===== src/rtl/vbus_tx_sequencer.sv =====
`default_nettype none
// ============================================================================
// Module   : vbus_tx_sequencer
// Purpose  : Buffers (select, data) words and presents each on one of NUM_BUS
//            valid/ready output groups, dropping words on timeout or when the
//            select is out of range.
// Revision : 1.0 - initial release
// ============================================================================
module vbus_tx_sequencer #(
  parameter int DATA_W     = 8,
  parameter int NUM_BUS    = 4,
  parameter int SEL_W      = 3,
  parameter int FIFO_DEPTH = 4,
  parameter int TIMEOUT    = 16
) (
  input  logic                      clk,
  input  logic                      rst,
  input  logic                      s_valid,
  output logic                      s_ready,
  input  logic [SEL_W-1:0]          s_sel,
  input  logic [DATA_W-1:0]         s_data,
  output logic [NUM_BUS-1:0]        vb_valid,
  input  logic [NUM_BUS-1:0]        vb_ready,
  output logic [NUM_BUS*DATA_W-1:0] vb_data,
  output logic                      err_timeout,
  output logic                      err_badsel,
  output logic [SEL_W-1:0]          err_bus
);

  localparam int AW    = $clog2(FIFO_DEPTH);
  localparam int CNT_W = (TIMEOUT > 0) ? $clog2(TIMEOUT + 1) : 1;
  localparam int ENT_W = SEL_W + DATA_W;

  localparam logic [AW:0]      c_DEPTH    = (AW+1)'(FIFO_DEPTH);
  localparam logic [SEL_W:0]   c_NUM_BUS  = (SEL_W+1)'(NUM_BUS);
  localparam logic [CNT_W-1:0] c_TMO_LAST = CNT_W'((TIMEOUT > 0) ? TIMEOUT - 1 : 0);
  localparam logic [CNT_W-1:0] c_TMO_MAX  = CNT_W'(TIMEOUT);

  typedef enum logic [0:0] {
    ST_IDLE    = 1'b0,
    ST_PRESENT = 1'b1
  } state_t;

  // ---------------- input FIFO ----------------
  logic [ENT_W-1:0]  fifo_mem_q [FIFO_DEPTH];
  logic [AW-1:0]     wr_ptr_q;
  logic [AW-1:0]     rd_ptr_q;
  logic [AW:0]       count_q;
  logic [AW:0]       count_d;
  logic              s_ready_q;

  logic              w_push;
  logic              w_pop;
  logic              w_empty;
  logic [ENT_W-1:0]  w_head;
  logic [SEL_W-1:0]  w_head_sel;
  logic [DATA_W-1:0] w_head_data;
  logic              w_head_ok;

  // s_ready is the registered not-full flag, so a same-cycle pop never
  // opens a slot for a push.
  assign w_push      = s_valid && s_ready_q;
  assign s_ready     = s_ready_q;
  assign w_empty     = (count_q == '0);
  assign w_head      = fifo_mem_q[rd_ptr_q];
  assign w_head_sel  = w_head[ENT_W-1:DATA_W];
  assign w_head_data = w_head[DATA_W-1:0];
  assign w_head_ok   = ({1'b0, w_head_sel} < c_NUM_BUS);

  // Occupancy after this cycle's push/pop.
  always_comb begin
    count_d = count_q;
    if (w_push && !w_pop)      count_d = count_q + 1'b1;
    else if (!w_push && w_pop) count_d = count_q - 1'b1;
  end

  // FIFO storage; contents need no reset since occupancy gates every read.
  always_ff @(posedge clk) begin
    if (w_push) fifo_mem_q[wr_ptr_q] <= {s_sel, s_data};
  end

  // FIFO pointers, occupancy and registered ready.
  always_ff @(posedge clk) begin
    if (rst) begin
      wr_ptr_q  <= '0;
      rd_ptr_q  <= '0;
      count_q   <= '0;
      s_ready_q <= 1'b0;
    end else begin
      if (w_push) wr_ptr_q <= wr_ptr_q + 1'b1;
      if (w_pop)  rd_ptr_q <= rd_ptr_q + 1'b1;
      count_q   <= count_d;
      s_ready_q <= (count_d != c_DEPTH);
    end
  end

  // ---------------- output register and sequencer ----------------
  state_t             state_q, state_d;
  logic [SEL_W-1:0]   sel_q;
  logic [DATA_W-1:0]  data_q;
  logic [CNT_W-1:0]   cnt_q;
  logic               err_timeout_q;
  logic               err_badsel_q;
  logic [SEL_W-1:0]   err_bus_q;

  logic [NUM_BUS-1:0] w_onehot;
  logic               w_hs;
  logic               w_tmo_hit;
  logic               w_load;
  logic               w_badsel;
  logic               w_tmo;

  // Only the active lane carries data; everything else is forced to zero.
  for (genvar i = 0; i < NUM_BUS; i++) begin : g_lane
    assign w_onehot[i] = (state_q == ST_PRESENT) && (sel_q == SEL_W'(i));
    assign vb_data[i*DATA_W +: DATA_W] = w_onehot[i] ? data_q : '0;
  end

  assign vb_valid    = w_onehot;
  assign w_hs        = |(w_onehot & vb_ready);
  assign w_tmo_hit   = (TIMEOUT != 0) && (cnt_q == c_TMO_LAST);
  assign err_timeout = err_timeout_q;
  assign err_badsel  = err_badsel_q;
  assign err_bus     = err_bus_q;

  // Next state: pop/load/drop decisions; a handshake always beats a timeout.
  always_comb begin
    state_d  = state_q;
    w_pop    = 1'b0;
    w_load   = 1'b0;
    w_badsel = 1'b0;
    w_tmo    = 1'b0;
    case (state_q)
      ST_IDLE: begin
        if (!w_empty) begin
          w_pop = 1'b1;
          if (w_head_ok) begin
            w_load  = 1'b1;
            state_d = ST_PRESENT;
          end else begin
            w_badsel = 1'b1;
          end
        end
      end
      ST_PRESENT: begin
        if (w_hs) begin
          if (!w_empty) begin
            w_pop = 1'b1;
            if (w_head_ok) begin
              w_load = 1'b1;
            end else begin
              w_badsel = 1'b1;
              state_d  = ST_IDLE;
            end
          end else begin
            state_d = ST_IDLE;
          end
        end else if (w_tmo_hit) begin
          w_tmo   = 1'b1;
          state_d = ST_IDLE;
        end
      end
      default: state_d = ST_IDLE;
    endcase
  end

  // State, presented word, saturating wait counter and error reporting.
  always_ff @(posedge clk) begin
    if (rst) begin
      state_q       <= ST_IDLE;
      sel_q         <= '0;
      data_q        <= '0;
      cnt_q         <= '0;
      err_timeout_q <= 1'b0;
      err_badsel_q  <= 1'b0;
      err_bus_q     <= '0;
    end else begin
      state_q <= state_d;
      if (w_load) begin
        sel_q  <= w_head_sel;
        data_q <= w_head_data;
        cnt_q  <= '0;
      end else if ((state_q == ST_PRESENT) && !w_hs && (cnt_q < c_TMO_MAX)) begin
        cnt_q <= cnt_q + 1'b1;
      end
      err_timeout_q <= w_tmo;
      err_badsel_q  <= w_badsel;
      if (w_badsel)   err_bus_q <= w_head_sel;
      else if (w_tmo) err_bus_q <= sel_q;
    end
  end

endmodule
`default_nettype wire

===== config.mk =====
export PLATFORM = sky130hd
export DESIGN_NAME = vbus_tx_sequencer
export DESIGN_NICKNAME = d
export VERILOG_FILES = /design/src/rtl/vbus_tx_sequencer.sv
export SDC_FILE = /design/constraint.sdc
export NUM_CORES = 1
export LEC_CHECK = 0
export BUFFER_PORTS_ARGS = -buffer_cell sky130_fd_sc_hd__buf_2
export CAP_MARGIN = 20
export CORE_ASPECT_RATIO = 0.75
export CORE_MARGIN = 1.5
export CORE_UTILIZATION = 55
export CTS_BUF_LIST = sky130_fd_sc_hd__clkbuf_8
export DETAILED_ROUTE_END_ITERATION = 8
export GPL_TIMING_DRIVEN = 0
export PLACE_DENSITY = 0.79
export SLEW_MARGIN = 5
export SYNTH_ARGS = -nofsm -noshare
export SYNTH_HDL_FRONTEND = slang
export SYNTH_SLANG_ARGS = --single-unit

===== constraint.sdc =====
create_clock -name clk -period 2.2 [get_ports clk]
set_clock_uncertainty 0.15 [all_clocks]
set_input_delay 0.22 -clock clk [delete_from_list [all_inputs] [get_ports clk]]
set_output_delay 0.22 -clock clk [all_outputs]
set_load 0.005 [all_outputs]

* Yosys cells after proc, flatten, opt, wreduce, memory -nomap -nowiden *
Memory sizes are Yosys's and may differ from the RTL's. A register that Yosys moved wholly into a read port is not among the register bits.
Cells that the tools add are included.

word-level totals
  register bits after elaboration = 30
  RAM bits = 44
  output and inout port bits = 42
  memories kept = 1

memory list
  memory      depth  width  read ports  clocked after Yosys merged registers in  wr ports  line  source
  fifo_mem_q  4      11     1           1                                        1         45    logic [ENT_W-1:0] fifo_mem_q [FIFO_DEPTH];

operators by class
  $add $sub $neg = 5
  order comparisons = 2
  eq/ne operators = 5
  multiplexer cells = 29
  bitwise operators = 2
  reductions and logical operators = 17

operator list
  operator                                                             number
  8-bit two-way mux                                                    4
  1-bit two-way mux                                                    15
  3-bit two-way mux                                                    4
  1-bit logical AND                                                    9
  1-bit case mux with 2 select lines                                   4
  3-bit by 2-bit == test with 1-bit output (second input constant)     2
  3-bit zero test                                                      2
  5-bit by 1-bit adder with 5-bit output (second input constant)       1
  5-bit by 4-bit == test with 1-bit output (second input constant)     1
  5-bit less-than comparator (second input constant)                   1
  2-bit by 1-bit adder with 2-bit output (second input constant)       2
  4-bit bitwise AND                                                    1
  2-bit two-way mux                                                    2
  4-bit OR reduction                                                   1
  3-bit by 1-bit adder with 3-bit output (second input constant)       1
  3-bit by 1-bit == test with 1-bit output (second input constant)     1
  1-bit zero test                                                      3
  3-bit less-than comparator (second input constant)                   1
  3-bit inequality test (second input constant)                        1
  3-bit by 1-bit subtractor with 3-bit output (second input constant)  1
  2-bit nonzero test                                                   1
  2-bit OR reduction                                                   1
  1-bit inverter                                                       1

* Depth between registers and ports, before layout *
Gate-level depths: netlist (run 1).

  depth in word-level cells = 10
  gate-level depth with buffers = 7
  depth with buffers taken out = 7

* Worst setup path after synthesis (run 1) *
No wires, ideal clock.

  path kind = register -> register
  start = reg (tool-made name)
  end = reg sel_q[1]
  arrival time = 1.707 ns
  path slack = 0.215 ns
  cell stages (with the launch flop) = 6
  path buffers = 1
  cells stage by stage = dfxtp_1 mux4_2 nor3_4 buf_6 mux2i_1 nor2_1

RTL lines
  item                  line  source
  end signal, assigned  180   sel_q <= w_head_sel;
  end, declared         99    logic [SEL_W-1:0] sel_q;

* Final worst setup path (run 1) *
  start = reg count_q[1]
  end = reg s_ready_q (netlist: s_ready)

between the ends
  longest elaborated chain between the ends = 8

ends and longest elaborated chain
  item                                                           line      source
  start, declared                                                48        logic [AW:0] count_q;
  start signal, assigned                                         92        count_q <= count_d;
  3-bit zero test                                                64        assign w_empty = (count_q == '0);
  1-bit two-way mux                                              135, 147
  1-bit two-way mux                                              146       if (w_hs) begin
  1-bit case mux with 2 select lines                             133       case (state_q)
  1-bit logical AND / 1-bit zero test (equally long branches)    74, 73
  3-bit two-way mux / 1-bit logical AND (equally long branches)  74, 73
  3-bit two-way mux (*)                                          73        if (w_push && !w_pop) count_d = count_q + 1'b1;
  3-bit inequality test (*)                                      93        s_ready_q <= (count_d != c_DEPTH);
  end signal, assigned                                           93
  end, declared                                                  50        logic s_ready_q;

Every way passes the cells marked *; elsewhere a longest branch is shown, timed or not.
A chain may end at the register's enable or synchronous reset.

==> results of run 1 <==
-- placed cells by master, fill, tap and decap left out, types with 2 or more instances in the layout --
| cell | count |
|---|---|
| nor2b_1 | 2 |
| a31oi_1 | 4 |
| nor2_1 | 27 |
| clkbuf_2 | 3 |
| nand2b_1 | 2 |
| buf_2 | 61 |
| clkbuf_1 | 6 |
| buf_4 | 3 |
| nor3_1 | 8 |
| xnor2_1 | 6 |
| and3_1 | 5 |
| mux2i_1 | 13 |
| inv_1 | 7 |
| dfxtp_1 | 32 |
| nand3_1 | 8 |
| nor4bb_1 | 2 |
| nand2_1 | 7 |
| mux4_2 | 11 |
| mux2i_2 | 2 |
| dlygate4sd3_1 | 12 |
| and2_1 | 33 |
| o41ai_1 | 2 |
| a21oi_1 | 2 |
| xor2_1 | 3 |
| ha_1 | 9 |
| edfxtp_1 | 44 |
| clkbuf_8 | 9 |
| clkinv_2 | 2 |
-- worst paths after layout --
path                                  from           to  slack [ns]  depth (start not counted)
worst max-delay path            count_q[1]      s_ready        0.09                          7
worst min register to register  err_bus[0]   err_bus[0]        0.35                          2
worst min-delay path               s_valid  wr_ptr_q[1]        0.23                          4
worst max register to register  count_q[1]      s_ready        0.09                          7
-- what timing repair did --
action,4_1_cts,5_1_grt
resized for setup,1,8
endpoints found under the hold margin,46,0
hold buffers,12,0
buffers inserted,0,3
endpoints found under the setup margin,9,29
pin swaps,0,1
gates cloned,0,0
-- area by class of cell --
type / instances / area (um^2)
Inverter: 5 / 18.77
Buffer: 12 / 58.81
Timing Repair Buffer: 74 / 437.9
Fill cell: 415 / 1769
Clock buffer: 9 / 123.9
Clock inverter: 7 / 60.06
Sequential cell: 76 / 1962
Multi-Input combinational cell: 159 / 1267
Tap cell: 78 / 97.59
-- logic make-up after synthesis --
kind of cell | Yosys count | synth area share [%]
xor+xnor | 9 | 2.405
fa+ha+maj | 9 | 3.435
simple gates | 102 | 16.95
flops | 76 | 59.85
buf+inv | 17 | 2.252
compound gates | 13 | 2.977
mux | 26 | 12.14
-- registers in the layout, indices dropped and copies added (netlist names), 2 cells and up, named ones only --
register and count:
rd_ptr_q 2, fifo_mem_q 44, count_q 3, wr_ptr_q 2, data_q 8, sel_q 3, cnt_q 5, err_bus 3
-- where the power goes --
group          total (mW)  internal [mW]  switching (mW)  leakage (nW)
clock network       0.982          0.510           0.472         0.103
logic                1.45          0.690           0.765         0.883
registers            1.93           1.74           0.184         0.661
-- metal layers --
| metal | vias to the layer above | global-route usage, % | share of wire (%) |
|---|---|---|---|
| li1 | 1084 | - | - |
| met1 | 1035 | 29.16 | 48 |
| met2 | 80 | 32.43 | 44 |
| met3 | 8 | 6.536 | 7.1 |
| met4 | 0 | 6.667 | 0.98 |
| met5 | - | 0 | 0 |
-- worst max-delay path, cell delays in order, from the launching register on --
cell,delay (ns)
dfxtp_1,0.33
inv_1,0.10
ha_1,0.21
nor2b_1,0.38
nor3_1,0.14
o41ai_1,0.37
o2bb2ai_1,0.19
a31oi_1,0.11
-- stage by stage --
| stage | utilization, % | hold WS, ns | std cells | setup TNS (ns) |
|---|---|---|---|---|
| finish | 69.47 | 0.2337 | 420 | 0 |
| global route | 69.47 | 0.2883 | 420 | -0.02996 |
| CTS | 68.70 | 0.2140 | 417 | 0 |
| detailed placement | 63.34 | 0.2935 | 389 | 0 |
| global placement | 63.34 | 0.2842 | 389 | 0 |
| floorplan | - | 0.1416 | 252 | 0 |
==> reports/metrics.cfg, run 1 <==
[routing]
postRouteAntennaNets=0
vias=2207
firstDrtPassIters=4
wirelength_um=6301
drc=0
vias_per_cell=5.255
drt_iter0_drc=122
wl_per_cell_um=15.00

[finish]
drive_above_1_share_pct=28.65
syn_to_final_growth_pct=22.82
final_cell_area_um2=4026
nNetsFinal=364
antennaDiodeCount=0

[clocking]
cts_tree=yes
clk_latency_ns=0.34
clk_path_buf_depth=2
cts.sinks=76
cts_made_buffers=9
path_clk_slew_ns=0.07
cts.htree.levels=3
cts_root_buffer=clkbuf_8

[sta]
fin_ws_ns=0.08810
hold_viol=0
rsz0062_at_grt=true
max_freq_mhz=473.5
finalMaxSlewViolations=0
finalCritPeriodShare_pct=96.00
relSlewSlack_pct=59.59
setup_viol=0
worst-slew-pin-transition_ns=0.6062
fin_crit_ns=2.112

[critical_path]
crit_required_ns=2.26
worst_setup_path_end_kind=flip-flop
arrival_ns=2.17
critPathMaxFanout=4
crit_path_start_kind=flip-flop
criticalPathCategory=flip-flop to flip-flop

[floorplan]
ios=60
num_rows=24
start_util_pct=56.56
dieArea_um2=6437
dieWidth_um=92.15
die_y_um=69.86
core_area_um2=5796

[yosys]
syn_nets=279
syn_inst=252
ys.flop_type=edfxtp_1
yosysTopAreaCell=edfxtp_1
ys_warn_count=0
ys_ff_latch=76
synth_area_leaders=edfxtp_1, dfxtp_1, mux4_2
yosysMostFrequentCell=edfxtp_1
synthTopCellsByCount=edfxtp_1, and2_1, dfxtp_1
synth.distinct_cells=35
synth_edf_count=44
async_reset_ff_share_pct=0
synth_top_area_share_pct=40.31
syn_area_um2=3278
yosysSeqAreaShare_pct=59.85
syn_avg_cell_area_um2=13.01

[global_route]
track_usage_pct=21.17
grt_max_degree=13
grt_pass1_wl_um=10300
gr-total-overflow=0
grt_pass1_vias=2088
antenna_found_initial=0

[place]
placed_cell_area_um2=3671
gp_congestion=0.7706
dp_slack_ns=0.02530
place_hpwl_um=4437
port_buffers=59

[pwr]
power_density_nw_per_um2=1084
p_leak_nw=1.647
vdd_drop_max_uv=636.4
total_power_mw=4.364

[worst_hold_path]
hold_path_class=primary input to flip-flop

[run_status]
status=complete, no violations

[run]
timing.max_cap.violations=0

Power figures use the tool's default switching activity.
==> inputs of run 2 (changes only) <==
Settings changed: CORE_UTILIZATION 55 to 57, PLACE_DENSITY 0.79 to 0.81.
==> run 2 against run 1 <==
Critical path depth fell by 3. Critical endpoint is now vb_data[6]. Worst hold slack got worse by 0.0086 ns. Total power shrank 0.19%. Non-clock buffer count stayed put. Cell count is 0.71% lower. Clock power up 0.8%. Via count decreased by 0.50%. Routed wire length fell by 2.2%. Die area down 3.4%.
==> reports/metrics.cfg, run 2 (synthesis gave the netlist of run 1 again) <==
[place]
dp_slack_ns=-0.03095  ; -0.05625 ns
placedCellCount=386  ; -0.77%
place_hpwl_um=4307  ; -2.9%
gp_congestion=0.8082  ; +4.9%
port_buffers=59  ; unchanged

[sta]
max_freq_mhz=461.0  ; -2.6%
finalCritPeriodShare_pct=98.59  ; +2.6 points
relSlewSlack_pct=54.80  ; -4.8 points
fin_crit_ns=2.169  ; +0.05718 ns
worst-slew-pin-transition_ns=0.6762  ; +0.07003 ns
fin_ws_ns=0.03092  ; -0.05718 ns
rsz0062_at_grt=true
finalMaxSlewViolations=0  ; unchanged
hold_viol=0  ; unchanged
setup_viol=0  ; unchanged

[pwr]
p_switching_mw=1.496  ; +5.3%
switching_share_pct=34.35  ; +1.8 points
p_leak_nw=1.635  ; -0.75%
power_frac_clock_pct=22.7  ; +0.2 points
p_seq_share_pct=44.1  ; about the same
pwr-share-comb_pct=33.1  ; -0.2 points
power_density_nw_per_um2=1086  ; +0.18%
vdd_drop_max_uv=509.2  ; -20%
intPower_mw=2.859  ; -2.8%

[global_route]
track_usage_pct=21.33  ; +0.16 points
gr-total-overflow=0  ; unchanged
grt_max_degree=17  ; +4
grt_pass1_vias=2009  ; -3.8%
antenna_found_initial=0  ; unchanged
grt_pass1_wl_um=9694  ; -5.9%

[critical_path]
critPathMaxFanout=9  ; +5
worst_setup_path_end_kind=primary output
reg2reg_depth=7  ; unchanged
arrival_ns=1.80  ; -0.37 ns
crit_path_start_kind=flip-flop
crit_required_ns=1.83  ; -0.43 ns
criticalPathCategory=flip-flop to primary output

[clocking]
cts.htree.levels=3  ; unchanged
cts_made_buffers=9  ; unchanged
clk_path_buf_depth=2  ; unchanged
cts_tree=yes
path_clk_slew_ns=0.08  ; about the same
cts_root_buffer=clkbuf_8
clk_latency_ns=0.35  ; about the same
cts.sinks=76  ; unchanged

[floorplan]
num_rows=23  ; -4.2%
dieWidth_um=90.57  ; -1.7%
start_util_pct=60.27  ; +3.7 points
die_y_um=68.68  ; -1.7%
dieArea_um2=6220  ; -3.4%
core_area_um2=5439  ; -6.2%
ios=60  ; unchanged

[routing]
wl_per_cell_um=14.77  ; -1.5%
vias=2196  ; -0.50%
firstDrtPassIters=4  ; unchanged
wirelength_um=6160  ; -2.2%
drt_iter0_drc=163  ; +34%
vias_per_cell=5.266  ; +0.22%
postRouteAntennaNets=0  ; unchanged
drc=0  ; unchanged

[finish]
drive_above_1_share_pct=28.95  ; +0.29 points
stdcell_count=417  ; -0.71%
final_util_pct=73.75  ; +4.3 points
largestRegisters=fifo_mem_q: 44 flops, data_q: 8 flops, cnt_q: 5 flops
syn_to_final_growth_pct=22.37
largest_reg_flops=44  ; unchanged
antennaDiodeCount=0  ; unchanged
nNetsFinal=364  ; unchanged
most-common-layout-cells=buf_2, edfxtp_1, and2_1, dfxtp_1, nor2_1
regMostFlops=fifo_mem_q
layout_commonest_cell=buf_2

[run_status]
status=complete, no violations

[worst_hold_path]
worstHoldPathCells=4  ; unchanged
hold_path_class=primary input to flip-flop

[run]
timing.max_cap.violations=0  ; unchanged

==> run 2: cell count changes in the layout (fill, tap and decap cells not counted), sizes merged <==
| cell | previous run | this run |
|---|---|---|
| inv | 7 | 9 |
| clkinvlp | 0 | 1 |
| clkinv | 4 | 2 |
| bufinv | 1 | 0 |
==> run 2: worst paths after layout <==
kind / start / to / slack, ns
max: sel_q[0] / vb_data[6] / 0.03
min reg2reg: err_bus[0] / err_bus[0] / 0.34
max reg2reg: sel_q[0] / s_ready / 0.06
min: s_valid / wr_ptr_q[1] / 0.23
==> run 2: power groups by stage <==
| stage | Clock (mW) | Sequential (mW) | Combinational [mW] |
|---|---|---|---|
| global placement | 0 | 1.93 | 1.31 |
| finish | 0.990 | 1.92 | 1.44 |
| global route | 1.08 | 1.96 | 1.59 |
| detailed placement | 0 | 1.95 | 1.36 |
| floorplan | 0 | 1.90 | 1.04 |
| CTS | 1.01 | 1.92 | 1.39 |
==> run 2: final cells by class <==
type	instances	area, um^2
fill	374	1428
buffer	12	58.81
timing repair buffer	74	437.9
clock inverter	7	65.06
sequential	76	1962
multi-input combinational	159	1251
tap	75	93.84
inverter	5	18.77
clock buffer	9	123.9
==> run 2: worst max-delay path, stage by stage, from the launching register on <==
cell and delay [ns]:
dfxtp_1 0.30, buf_2 0.17, nor4b_2 0.65, and2_1 0.21, buf_2 0.11
==> run 2: timing repair <==
item,4_1_cts,5_1_grt
setup buffers,0,3
pin swaps,0,1
cloned,0,0
endpoints found under the setup margin,9,32
hold buffers,12,0
gates resized for setup,1,7
endpoints found under the hold margin,46,0
==> run 2: layer usage <==
layer  GRT usage, %  wire length (um)  share of wire, %
met1          27.44              2883                47
met2          33.83              2736                44
met3          8.553               478               7.8
met4          6.349                61              0.99
met5              0                 0                 0
==> run 2: stage by stage <==
step	cell area (um^2)	power [mW]	TNS, ns	hold WS [ns]
after floorplan	3278	2.938	0	0.1416
after global placement	3667	3.241	0	0.2856
after detailed placement	3667	3.313	-0.1565	0.2910
after CTS	3983	4.319	0	0.1975
after global routing	4011	4.630	-0.5002	0.2645
final	4011	4.355	0	0.2251
==> inputs of run 3 (changes only) <==
Settings changed: CORE_UTILIZATION 57 to 52, PLACE_DENSITY 0.81 to 0.78.
Clock period 2.2 ns to 1.85 ns, I/O delays scaled along.
==> run 3 against run 2 <==
The flow now finishes with violations (setup timing). First-iteration DRC count up 15%. Global-route usage down 0.28 points. Sequential power up 21%. Clock power up 27%. Routed wire length up 8.0%. Total power up 28%. Worst hold slack worse by 0.032 ns. Critical path type is now flip-flop to flip-flop.
==> reports/metrics.cfg, run 3 (synthesis gave the netlist of run 1 again) <==
[finish]
layout_commonest_cell=buf_2
fillers=404  ; +8.0%
syn_to_final_growth_pct=28.74
largest_reg_flops=44  ; unchanged
final_cell_area_um2=4220  ; +5.2%
antennaDiodeCount=0  ; unchanged
largestRegisters=fifo_mem_q: 44 flops, data_q: 8 flops, cnt_q: 5 flops
nNetsFinal=369  ; +1.4%
most-common-layout-cells=buf_2, edfxtp_1, and2_1, dfxtp_1, nor2_1
drive_above_1_share_pct=35.16  ; +6.2 points
regMostFlops=fifo_mem_q
regArea_um2=1967  ; +0.26%
multi_input_comb_area_um2=1364  ; +9.0%

[critical_path]
criticalPathCategory=flip-flop to flip-flop
r2r_slack_ns=-0.09  ; -0.15 ns
crit_start=sel_q[0]
critPathMaxFanout=8  ; -1
crit_path_start_kind=flip-flop
worst_setup_path_end_kind=flip-flop
r2r-start=sel_q[0]
critPathMaxStageDelay_ns=0.33  ; -0.32 ns
arrival_ns=2.00  ; +0.20 ns
cp_num_buf_inv=2  ; unchanged
crit-reg2reg-capture=data_q[1]
cpMostUsedCell=buf_6
reg2reg_depth=7  ; unchanged
crit_slowest_cell=dfxtp_2
cp_cell_sequence=buf_6 -> mux2i_4 -> o221a_4 -> nor3_4 -> buf_6 -> mux2i_1 -> nor2_1
cp_top_family=multiplexers
crit_required_ns=1.91  ; +0.08 ns

[sta]
hold_viol=0  ; unchanged
finalCritPeriodShare_pct=104.7
relSlewSlack_pct=57.99  ; +3.2 points
fin_crit_ns=1.937
finalMaxSlewViolations=0  ; unchanged
rsz0062_at_grt=true
max_freq_mhz=516.3
setup_viol=30  ; +30
fin_ws_ns=-0.08688  ; -0.1178 ns
worst-slew-pin-transition_ns=0.6301  ; -0.04609 ns

[pwr]
p_leak_nw=1.724  ; +5.5%
total_power_mw=5.595  ; +28%
power_density_nw_per_um2=1326  ; +22%
vdd_drop_max_uv=633.4  ; +24%

[clocking]
cts_made_buffers=9  ; unchanged
clk_path_buf_depth=2  ; unchanged
cts.htree.levels=3  ; unchanged
cts.sinks=76  ; unchanged
clk_latency_ns=0.35  ; about the same
cts_root_buffer=clkbuf_8
path_clk_slew_ns=0.08  ; about the same
cts_tree=yes

[floorplan]
dieArea_um2=6794  ; +9.2%
dieWidth_um=94.68  ; +4.5%
num_rows=24  ; +4.3%
start_util_pct=55.13  ; -5.1 points
die_y_um=71.76  ; +4.5%
core_area_um2=5946  ; +9.3%
ios=60  ; unchanged

[routing]
wirelength_um=6651  ; +8.0%
firstDrtPassIters=4  ; unchanged
vias_per_cell=5.301  ; +0.66%
vias=2253  ; +2.6%
postRouteAntennaNets=0  ; unchanged
wl_per_cell_um=15.65  ; +5.9%
drc=0  ; unchanged
drt_iter0_drc=188  ; +15%

[place]
place_hpwl_um=4423  ; +2.7%
port_buffers=59  ; unchanged
gp_congestion=0.7978  ; -1.3%
placed_cell_area_um2=3694  ; +0.72%

[global_route]
grt_max_degree=15  ; -2
antenna_found_initial=0  ; unchanged
grt_pass1_wl_um=10320  ; +6.4%
track_usage_pct=21.05  ; -0.28 points
grt_pass1_vias=2060  ; +2.5%
gr-total-overflow=0  ; unchanged

[worst_hold_path]
hold_end=wr_ptr_q[1]
worstHoldPathCells=4  ; unchanged
hold_path_class=primary input to flip-flop
hp-start=s_valid

[run]
timing.max_cap.violations=0  ; unchanged

[run_status]
status=finished with violations
failed_checks=setup timing

## run 3: worst max-delay path by stage
stage	endpoint	slack [ns]	cells past startpoint
6_report	data_q[1]	-0.09	7
5_1_grt	data_q[5]	-0.18	7
4_1_cts	data_q[1]	-0.07	5
3_5_place_dp	data_q[7]	-0.34	6
3_3_place_gp	sel_q[1]	-0.30	6
2_1_floorplan	sel_q[1]	-0.12	7
## run 3: layer usage
metal  track usage (%)  vias to the layer above  wire [um]
met2             34.44                       82       3225
li1                  -                     1093          -
met1             27.47                     1069       2951
met5                 0                        -          0
met4             7.297                        0         74
met3             5.308                        9        399
## run 3: layout make-up
cell class,instances,area share (%)
plain buffers,11,1.868
clock buffers,9,2.935
clock inverters,7,1.808
inverters,5,0.4447
multi-input cells,159,32.32
flip-flops and latches,76,46.61
well taps,78,2.312
repair buffers,80,11.71
## run 3: power breakdown
group	switching [mW]	leakage, nW	internal (mW)	total (mW)
Clock	0.626	0.102	0.632	1.26
Combinational	1.01	0.960	1.01	2.02
Sequential	0.238	0.663	2.08	2.32
## run 3: metrics by stage
stage	std cells	hold slack [ns]	TNS, ns	setup slack, ns	util (%)
2_1_floorplan	252	0.1066	-0.3627	-0.1224	-
3_3_place_gp	389	0.2503	-4.910	-0.2973	62.12
3_5_place_dp	389	0.2504	-7.038	-0.3415	62.12
4_1_cts	421	0.1667	-0.5207	-0.07065	69.51
5_1_grt	425	0.2357	-4.737	-0.1769	70.98
6_report	425	0.1933	-1.300	-0.08688	70.98
## run 3: worst reg2reg max path, cell delays in order (launching register included)
cell	delay, ns
dfxtp_2	0.33
buf_6	0.14
mux2i_4	0.20
o221a_4	0.31
nor3_4	0.28
buf_6	0.18
mux2i_1	0.18
nor2_1	0.05
## run 3: repair_timing
action | CTS | global route
setup buffers | 5 | 4
hold buffers | 12 | 0
resized for setup | 19 | 18
hold endpoints to repair | 46 | 0
pin swaps | 4 | 3
endpoints found under the setup margin | 58 | 53
